File: config.mk
export PLATFORM = sky130hd
export DESIGN_NAME = ahb64_apb_bridge
export DESIGN_NICKNAME = d
export VERILOG_FILES = /design/src/rtl/ahb64_apb_bridge.sv
export SDC_FILE = /design/constraint.sdc
export NUM_CORES = 1
export LEC_CHECK = 0
export ABC_CLOCK_PERIOD_IN_PS = 2300
export CAP_MARGIN = 20
export CORE_MARGIN = 4
export CORE_UTILIZATION = 48
export CTS_BUF_LIST = sky130_fd_sc_hd__clkbuf_4 sky130_fd_sc_hd__clkbuf_8 sky130_fd_sc_hd__clkbuf_16
export CTS_CLUSTER_SIZE = 25
export DETAILED_ROUTE_END_ITERATION = 12
export GPL_ROUTABILITY_DRIVEN = 0
export PLACE_DENSITY_LB_ADDON = 0.3
export SKIP_LAST_GASP = 1
export SLEW_MARGIN = 15
export SYNTH_ARGS = -nofsm -noshare
export SYNTH_HDL_FRONTEND = slang
export SYNTH_SLANG_ARGS = --single-unit
File: constraint.sdc
create_clock -name HCLK -period 2.3 [get_ports HCLK]
set_input_delay 0.575 -clock HCLK [delete_from_list [all_inputs] [get_ports HCLK]]
set_output_delay 0.575 -clock HCLK [all_outputs]
set_load 0.02 [all_outputs]
File: src/rtl/ahb64_apb_bridge.sv
// AHB-Lite slave to APB4 master bridge for the 64-bit system bus.
// Doubleword transfers are split into a lower-word and an upper-word APB access.
module ahb64_apb_bridge #(
    parameter int PAW = 16
) (
    input  logic            HCLK,
    input  logic            HRESET,
    input  logic            HSEL,
    input  logic [31:0]     HADDR,
    input  logic [1:0]      HTRANS,
    input  logic            HWRITE,
    input  logic [2:0]      HSIZE,
    input  logic [63:0]     HWDATA,
    input  logic            HREADY,
    output logic            HREADYOUT,
    output logic [63:0]     HRDATA,
    output logic            HRESP,
    output logic [PAW-1:0]  PADDR,
    output logic            PSEL,
    output logic            PENABLE,
    output logic            PWRITE,
    output logic [31:0]     PWDATA,
    output logic [3:0]      PSTRB,
    input  logic [31:0]     PRDATA,
    input  logic            PREADY,
    input  logic            PSLVERR
);

    typedef enum logic [2:0] {
        IDLE, WDATA, SETUP, ACCESS, DONE, ERR1, ERR2
    } state_t;

    state_t          state, state_d;
    logic [PAW-1:0]  addr_q, addr_d;
    logic            write_q, write_d;
    logic [2:0]      size_q, size_d;
    logic [63:0]     wdata_q, wdata_d;
    logic            upper_q, upper_d;
    logic [31:0]     rlo_q, rlo_d;

    logic            hreadyout_d, hresp_d;
    logic [63:0]     hrdata_d;
    logic [PAW-1:0]  paddr_d;
    logic            psel_d, penable_d, pwrite_d;
    logic [31:0]     pwdata_d;
    logic [3:0]      pstrb_d;

    logic            accept, load_setup, word_sel;
    logic            unused_inputs;

    assign accept        = HSEL & HTRANS[1] & HREADY;
    assign unused_inputs = ^{HADDR, HTRANS};

    function automatic logic [3:0] strobe(input logic [2:0] size, input logic [1:0] a);
        case (size)
            3'd0:    return 4'b0001 << a;
            3'd1:    return 4'b0011 << {a[1], 1'b0};
            default: return 4'b1111;
        endcase
    endfunction

    always_comb begin
        state_d     = state;
        addr_d      = addr_q;
        write_d     = write_q;
        size_d      = size_q;
        wdata_d     = wdata_q;
        upper_d     = upper_q;
        rlo_d       = rlo_q;
        hrdata_d    = HRDATA;
        paddr_d     = PADDR;
        pwrite_d    = PWRITE;
        pwdata_d    = PWDATA;
        pstrb_d     = PSTRB;
        load_setup  = 1'b0;
        word_sel    = 1'b0;

        case (state)
            IDLE, DONE, ERR2: begin
                state_d = IDLE;
                if (accept) begin
                    addr_d  = HADDR[PAW-1:0];
                    write_d = HWRITE;
                    size_d  = HSIZE;
                    upper_d = 1'b0;
                    if (HSIZE > 3'd3) begin
                        state_d = ERR1;
                    end else if (HWRITE) begin
                        state_d = WDATA;
                    end else begin
                        state_d    = SETUP;
                        load_setup = 1'b1;
                    end
                end
            end
            WDATA: begin
                wdata_d    = HWDATA;
                state_d    = SETUP;
                load_setup = 1'b1;
            end
            SETUP:  state_d = ACCESS;
            ACCESS: begin
                if (PREADY) begin
                    if (PSLVERR) begin
                        state_d = ERR1;
                    end else if (size_q == 3'd3 && !upper_q) begin
                        upper_d    = 1'b1;
                        rlo_d      = PRDATA;
                        state_d    = SETUP;
                        load_setup = 1'b1;
                    end else begin
                        state_d  = DONE;
                        hrdata_d = (size_q == 3'd3) ? {PRDATA, rlo_q} : {PRDATA, PRDATA};
                    end
                end
            end
            ERR1:    state_d = ERR2;
            default: state_d = IDLE;
        endcase

        // APB address/data are loaded together with the move into SETUP so they
        // stay frozen through the whole SETUP/ACCESS pair.
        if (load_setup) begin
            word_sel = (size_d == 3'd3) ? upper_d : addr_d[2];
            paddr_d  = {addr_d[PAW-1:3], word_sel, 2'b00};
            pwrite_d = write_d;
            pstrb_d  = write_d ? strobe(size_d, addr_d[1:0]) : '0;
            if (write_d)
                pwdata_d = word_sel ? wdata_d[63:32] : wdata_d[31:0];
        end

        psel_d      = (state_d == SETUP) || (state_d == ACCESS);
        penable_d   = (state_d == ACCESS);
        hreadyout_d = !((state_d == WDATA) || (state_d == SETUP) ||
                        (state_d == ACCESS) || (state_d == ERR1));
        hresp_d     = (state_d == ERR1) || (state_d == ERR2);
    end

    always_ff @(posedge HCLK) begin
        if (HRESET) begin
            state     <= IDLE;
            addr_q    <= '0;
            write_q   <= 1'b0;
            size_q    <= '0;
            wdata_q   <= '0;
            upper_q   <= 1'b0;
            rlo_q     <= '0;
            HREADYOUT <= 1'b1;
            HRESP     <= 1'b0;
            HRDATA    <= '0;
            PADDR     <= '0;
            PSEL      <= 1'b0;
            PENABLE   <= 1'b0;
            PWRITE    <= 1'b0;
            PWDATA    <= '0;
            PSTRB     <= '0;
        end else begin
            state     <= state_d;
            addr_q    <= addr_d;
            write_q   <= write_d;
            size_q    <= size_d;
            wdata_q   <= wdata_d;
            upper_q   <= upper_d;
            rlo_q     <= rlo_d;
            HREADYOUT <= hreadyout_d;
            HRESP     <= hresp_d;
            HRDATA    <= hrdata_d;
            PADDR     <= paddr_d;
            PSEL      <= psel_d;
            PENABLE   <= penable_d;
            PWRITE    <= pwrite_d;
            PWDATA    <= pwdata_d;
            PSTRB     <= pstrb_d;
        end
    end

endmodule

==> results of run 1 <==
area by class of cell:
type                    count  area (um^2)
fillers                  1534         6090
flip-flops and latches    239         4780
multi-input cells         754         4270
repair buffers            307         3110
clock buffers              40          817
well taps                 265          332
clock inverters             4         48.8
inverters                   2         7.51
worst max path at each step:
stage / slack (ns) / cells after the start / startpoint / endpoint
2_1_floorplan: 0.36 / 8 / HREADY / PWDATA[0]$_SDFFE_PP0P_
3_3_place_gp: -0.32 / 7 / HREADY / PWDATA[8]$_SDFFE_PP0P_
3_5_place_dp: -0.36 / 7 / HREADY / PWDATA[14]$_SDFFE_PP0P_
4_1_cts: 0.09 / 6 / state[1]$_SDFF_PP0_ / PWDATA[10]$_SDFFE_PP0P_
5_1_grt: 0.01 / 7 / HREADY / PWDATA[27]$_SDFFE_PP0P_
6_report: 0.20 / 1 / PADDR[2]$_SDFFE_PP0P_ / PADDR[2]
layout by cell type, fill, tap and decap left out, types with 2 or more instances in the layout:
| master | count |
|---|---|
| nand3_2 | 2 |
| nand2_1 | 302 |
| o221ai_2 | 30 |
| mux2i_1 | 47 |
| clkinv_2 | 2 |
| and3b_1 | 2 |
| nor2_1 | 99 |
| conb_1 | 2 |
| clkbuf_4 | 6 |
| clkdlybuf4s50_1 | 240 |
| buf_4 | 49 |
| nor2b_1 | 3 |
| nor4_1 | 2 |
| o211ai_1 | 2 |
| clkbuf_8 | 7 |
| or3b_2 | 2 |
| a211oi_1 | 13 |
| a22o_1 | 4 |
| o21ai_0 | 2 |
| a21o_1 | 6 |
| nor3_1 | 2 |
| inv_1 | 2 |
| a21oi_1 | 107 |
| nand4b_1 | 2 |
| nand3_1 | 4 |
| a311oi_1 | 32 |
| nand4_1 | 32 |
| dfxtp_1 | 239 |
| buf_6 | 2 |
| nand2b_1 | 31 |
| clkbuf_16 | 27 |
| buf_12 | 16 |
through the flow:
step / instance area (um^2) / TNS [ns] / worst slack (ns)
after global placement: 12500 / -14.09 / -0.320
final: 13400 / 0 / 0.197
after CTS: 13400 / 0 / 0.0916
after floorplan: 9500 / 0 / 0.359
after detailed placement: 12500 / -16.34 / -0.356
after global routing: 13400 / 0 / 0.00973
routing by layer:
metal | up-vias | global-route usage | part of all wire
li1 | 4202 | - | -
met1 | 3844 | 0.271 | 0.42
met2 | 254 | 0.365 | 0.47
met3 | 39 | 0.0683 | 0.088
met4 | 0 | 0.0540 | 0.021
met5 | - | 0 | 0
power by group:
group	internal, mW	total [mW]	switching [mW]	leakage [nW]
Clock	2.54	4.12	1.58	0.437
Combinational	0.403	0.814	0.411	2.59
Sequential	4.23	4.26	0.0346	1.93
Total	7.17	9.20	2.03	4.96
state kept, by name, summed over array words and instances (netlist names), 3 cells and up:
register / cells
PWDATA: 32
rlo_q: 32
addr_q: 16
wdata_q: 64
PADDR: 14
state: 3
size_q: 3
HRDATA: 64
PSTRB: 4
logic make-up after synthesis:
family / share of synthesized area
simple gates: 0.228
flops: 0.504
compound gates: 0.168
buf+inv: 0.0488
mux: 0.0507
xor+xnor: 0.000923
other cells: 0.000395
timing repair:
| action | CTS | global route |
|---|---|---|
| setup buffers | 0 | 0 |
| endpoints found under the setup margin | 0 | 21 |
| resized for setup | 0 | 3 |
==> results.txt, run 1 <==
The flow ran to the end, and the final reports show no timing, DRC or antenna violations. The CTS H-tree depth is 1. The area of the core is 19,500 um^2. The detailed placer's ending HPWL came out at 16,800 um. For flop-to-flop paths, the worst setup slack is 0.27 ns. After detailed routing, the number of vias per cell comes to 5.18. The number of hold violations in the final report came to 0. The tightest min-delay check is of the in -> reg type. The final cell count without fillers is 1,611. The fraction of layout instances using a drive strength above 1 is 0.120. TritonCTS built the clock tree. The post-layout net count is 1,470.

The clock-pin slew reported for the worst setup and hold paths after clock tree synthesis is 0.06 ns. Of the available clock period, the critical path in the final layout requires 0.914. The worst hold path passes through 2 cells. In this run the deepest clock path goes through 3 buffers. The via count of the first global-routing pass came out at 8,136. The largest area contributor in the synthesized netlist is dfxtp_1.

The final routed wire length divided by cell count is 15.5 um. The count of flip-flops with a built-in enable after synthesis is 0. In this run the vertical extent of the chip is 149 um. The critical path capture point type is a primary output. The worst setup path is of the reg -> out kind. The startpoint kind of the worst setup timing path is a register. The leakage dissipation is 4.96 nW. The number of DRC violations after detailed routing is 0.

Counting every instance in the synthesized netlist gives 1,088. The pin count of the biggest net entering global routing is 68. In this run, post-CTS hold repair placed 0 buffers. The signal on the critical path passes through clkdlybuf4s50_1. The final critical-path required period came out at 2.10 ns.

The pre-antenna-repair detailed-routing pass consisted of 7 iterations. The largest voltage drop on the vdd net is 0.577 mV. The root buffer selected by CTS is clkbuf_16. Final hold analysis gives a worst-case slack of 0.351 ns. The mean instance size in the synthesized netlist is 8.73 um^2.

Pin placement for this block handled 261 I/O pins. The number of max-slew violations in the final report is 0. The first-pass GRT wire length came out at 40,100 um. The count of cells along the worst register-to-register path came out at 5.

The maximum frequency from static timing analysis came out at 476 MHz. The number of clock sinks seen by CTS is 239. Max-cap violations in this run came to 0. In the synthesized netlist the async set-or-reset flop fraction comes to 0. The data arrival time at the worst-slack endpoint came out at 1.53 ns. The path with the worst hold slack has its endpoint at addr_q[6]$_SDFF_PP0_. The worst hold path begins at HRESET. The count of state elements after synthesis came out at 239. The initial antenna violation count came out at 0. The number of standard-cell rows in the floorplan is 51. Of the post-synthesis cell area, the dominant cell type holds 0.504. From left edge to right edge, the die measures 149 um. The total wire length is 25,000 um. After synthesis, the cell types taking the most area are dfxtp_1 (50%), nand2_1 (12%), a21oi_1 (5.6%).

The worst path required time is 1.73 ns. The cell family contributing the most delay on the critical path is buffers and inverters. The post-route core utilization is 0.687. Including well taps, the total number of placed cells is 1,567. The number of buffers and inverters on the critical path is 1.

The number of synthesis warnings came out at 0. The largest clock skew in the final design came out at 0.0157 ns. Setup violations remaining at the end of the flow were counted as 0. The number of CTS-inserted buffers is 26.

The area growth from synthesis to final layout is 40.8%. The effective utilization at floorplan is 0.488. Among all flip-flop cells after synthesis, the most frequent one is dfxtp_1. The via total after detailed routing came out at 8,339. The total of buffers placed on input and output ports is 241. The maximum fanout encountered on the critical timing path is 2. The area of the die is 22,100 um^2. On the critical path, the stage with the largest delay is an instance of clkdlybuf4s50_1. The total overflow reported by the global router came out at 0. The largest stage delay on the critical path is 0.68 ns. The cell area after technology mapping came out at 9490 um^2. The antenna diode instance count came out at 0. The startpoint identified for the worst register-to-register timing path is state[0]$_SDFF_PP0_. In this run the critical register-to-register path is captured at PWDATA[22]$_SDFFE_PP0P_.

The most common cell in the synthesized netlist is nand2_1. The overall power is 9.20 mW. The remaining number of nets flagged by the antenna check after routing is 0.

The clock latency of the later-clocked register in the worst-skew pair came out at 0.52 ns. The number of distinct library cells after synthesis came out at 52. The first-iteration detailed-routing DRC count came out at 499. Across every metal layer, demand over resource in global routing totals 0.217. After synthesis, the most frequently instantiated cells are nand2_1 (302), dfxtp_1 (239), a21oi_1 (107). The power per cell area is 688 nW/um^2. Setup repair after global routing left no endpoint under its margin. The share of synthesized area occupied by flip-flops and latches is 0.504.
Power figures use the tool's default switching activity.
==> run 2, diff against run 1 <==
==> constraint.sdc (replaced) <==
create_clock -name HCLK -period 2.3 [get_ports HCLK]
set_input_delay 0.23 -clock HCLK [delete_from_list [all_inputs] [get_ports HCLK]]
set_output_delay 0.23 -clock HCLK [all_outputs]
set_load 0.02 [all_outputs]
==> results.txt, run 2 (same netlist as run 1, synthesis figures left out) <==
The data arrival time at the worst-slack endpoint is 2.48 ns (+0.95 ns). The worst path required time is 2.72 ns (+0.99 ns). The total wire length is 25,400 um (+1.8%). The maximum clock insertion buffer count is 3 (unchanged).

The first-iteration detailed-routing DRC count is 362 (-27%). The length of the first detailed-routing pass in iterations came out at 5 (-2). The number of buffers and inverters on the critical path is 2 (+1). The critical path start-end classification is reg -> reg.

The most critical setup path has its startpoint at state[1]$_SDFF_PP0_. The total overflow reported by the global router is 0 (unchanged). The placed cell area is 12,200 um^2 (-2.0%).

The post-cts hold buffer count came out at 0 (unchanged). The final count of negative-setup-slack endpoints came out at 0 (unchanged). The detailed placer's ending HPWL is 16,700 um (-0.47%).

The clock latency of the later-clocked register in the worst-skew pair was 0.52 ns (about the same). The final routed wire length divided by cell count came to 16.0 um (+3.4%). The total negative setup slack is 0 ns (unchanged). The area growth from synthesis to final layout came out at 37.8%. The via count of the first global-routing pass is 8,062 (-0.91%). The antenna diode instance count came out at 0 (unchanged).

The number of DRC violations after detailed routing is 0 (unchanged). The detailed-route vias per instance came out at 5.27 (+1.9%). The largest registers in the layout are HRDATA x64, wdata_q x64. The CTS H-tree depth was 1 (unchanged).

The count of placed standard cells including taps was 1,542 (-1.6%). The count of pins on the block boundary was 261 (unchanged). The slowest stage of the critical path belongs to the cell dfxtp_1. The number of hold violations in the final report is 0 (unchanged).

The maximum fanout encountered on the critical timing path came out at 14 (+12). The worst hold slack after final layout is 0.172 ns (-0.178 ns). The number of clock sinks seen by CTS came out at 239 (unchanged). The CTS tree is built. The maximum frequency from static timing analysis is 485 MHz (+2.1%).

The power per cell area came to 696 nW/um^2 (+1.2%). The final cell count without fillers is 1,585 (-1.6%). The remaining number of nets flagged by the antenna check after routing is 0 (unchanged). The number of CTS-inserted buffers came to 25 (-3.8%).

The area of the core came out at 19,500 um^2 (unchanged). The number of standard-cell rows in the floorplan is 51 (unchanged). The largest voltage drop on the vdd net came to 0.583 mV (+0.87%). The leakage dissipation came out at 4.80 nW (-3.2%). The finished layout cell area is 13,100 um^2 (-2.1%). Measured against its own limit, the worst slew margin works out to 0.618. At the pin with the least slew margin, the transition time is 0.573 ns.

The number of max-slew violations in the final report is 0 (unchanged). The pin count of the biggest net entering global routing is 97 (+43%). The fraction of layout instances using a drive strength above 1 was 0.102 (-0.0173).

The via total after detailed routing came out at 8,360 (+0.25%). The total of buffers placed on input and output ports is 241 (unchanged). The clock-pin slew reported for the worst setup and hold paths after clock tree synthesis is 0.06 ns (about the same). The worst hold path begins at HRESET. The total track usage is 0.224 (+0.00690). The worst setup path is launched from a register. CTS placed an instance of clkbuf_16 at the clock tree root. The final critical-path required period is 2.06 ns (-0.0430 ns). Traced cell by cell, the critical path runs through nor2b_2 -> nand4b_1 -> a32oi_4 -> buf_12 -> buf_4 -> nand2_1 -> o221ai_2. The die span in y is 149 um (unchanged). The largest stage delay on the critical path came out at 0.42 ns (-0.26 ns). The width of the die is 149 um (unchanged). The effective utilization at floorplan came out at 0.488 (unchanged). The post-layout net count came out at 1,444 (-1.8%). The area of the die is 22,100 um^2 (unchanged).

The initial antenna violation count came out at 0 (unchanged). The largest clock skew in the final design came out at 0.0108 ns (-0.00493 ns). The run finished with clean final reports. The overall power came out at 9.11 mW (-0.96%). The share of the clock period used by the worst path came out at 0.896 (-0.0187). Leaving out fill and tap cells, the most frequent cell in the layout is nand2_1. The cell family contributing the most delay on the critical path is simple AND/OR/NAND/NOR gates.

The classification of the worst-slack hold path is in -> reg. In the layout the commonest cells are nand2_1 (302), clkdlybuf4s50_1 (240), dfxtp_1 (239), a21oi_1 (107), nor2_1 (99). The first-pass GRT wire length came out at 41,300 um (+3.1%). Setup repair after global routing left no endpoint under its margin. The max capacitance violation total is 0 (unchanged). The startpoint identified for the worst register-to-register timing path is state[1]$_SDFF_PP0_. The critical path capture point type is a register. The post-CTS setup repair buffer count is 0 (unchanged).
-- run 2: repair_timing --
item | in CTS | in global routing
gates resized for setup | 0 | 2
setup endpoints to repair | 0 | 41
hold endpoints to repair | 0 | 0
-- run 2: final cells by class --
cell class / instances / area, um^2
clock inverters: 6 / 83.8
flip-flops and latches: 239 / 4780
fillers: 1580 / 6380
well taps: 265 / 332
clock buffers: 37 / 753
repair buffers: 282 / 2860
inverters: 2 / 7.51
multi-input cells: 754 / 4270
-- run 2: per-stage QoR --
stage,setup WS (ns),utilization
final,0.240,0.672
after global routing,0.0179,0.672
after CTS,0.0659,0.672
after detailed placement,-0.0291,0.629
after global placement,0.0445,0.629
after floorplan,0.540,-
-- run 2: worst paths after layout --
kind | slack [ns] | end | depth (start not counted)
setup / recovery | 0.24 | PWDATA[27]$_SDFFE_PP0P_ | 7
hold / removal | 0.17 | wdata_q[17]$_SDFF_PP0_ | 2
setup reg to reg | 0.24 | PWDATA[27]$_SDFFE_PP0P_ | 7
hold reg to reg | 0.45 | HRDATA[53]$_SDFFE_PP0P_ | 2
-- run 2: routing by layer --
| layer | wire length (um) | global-route usage | vias to the layer above | part of all wire |
|---|---|---|---|---|
| met2 | 12000 | 0.366 | 250 | 0.47 |
| met1 | 10600 | 0.290 | 3929 | 0.42 |
| li1 | - | - | 4145 | - |
| met4 | 480 | 0.0559 | 0 | 0.019 |
| met3 | 2340 | 0.0673 | 36 | 0.092 |
| met5 | 0 | 0 | - | 0 |
-- run 2: power by group --
part / switching, mW / internal [mW] / total, mW
Combinational: 0.416 / 0.384 / 0.800
Sequential: 0.0339 / 4.23 / 4.26
Clock: 1.57 / 2.48 / 4.05
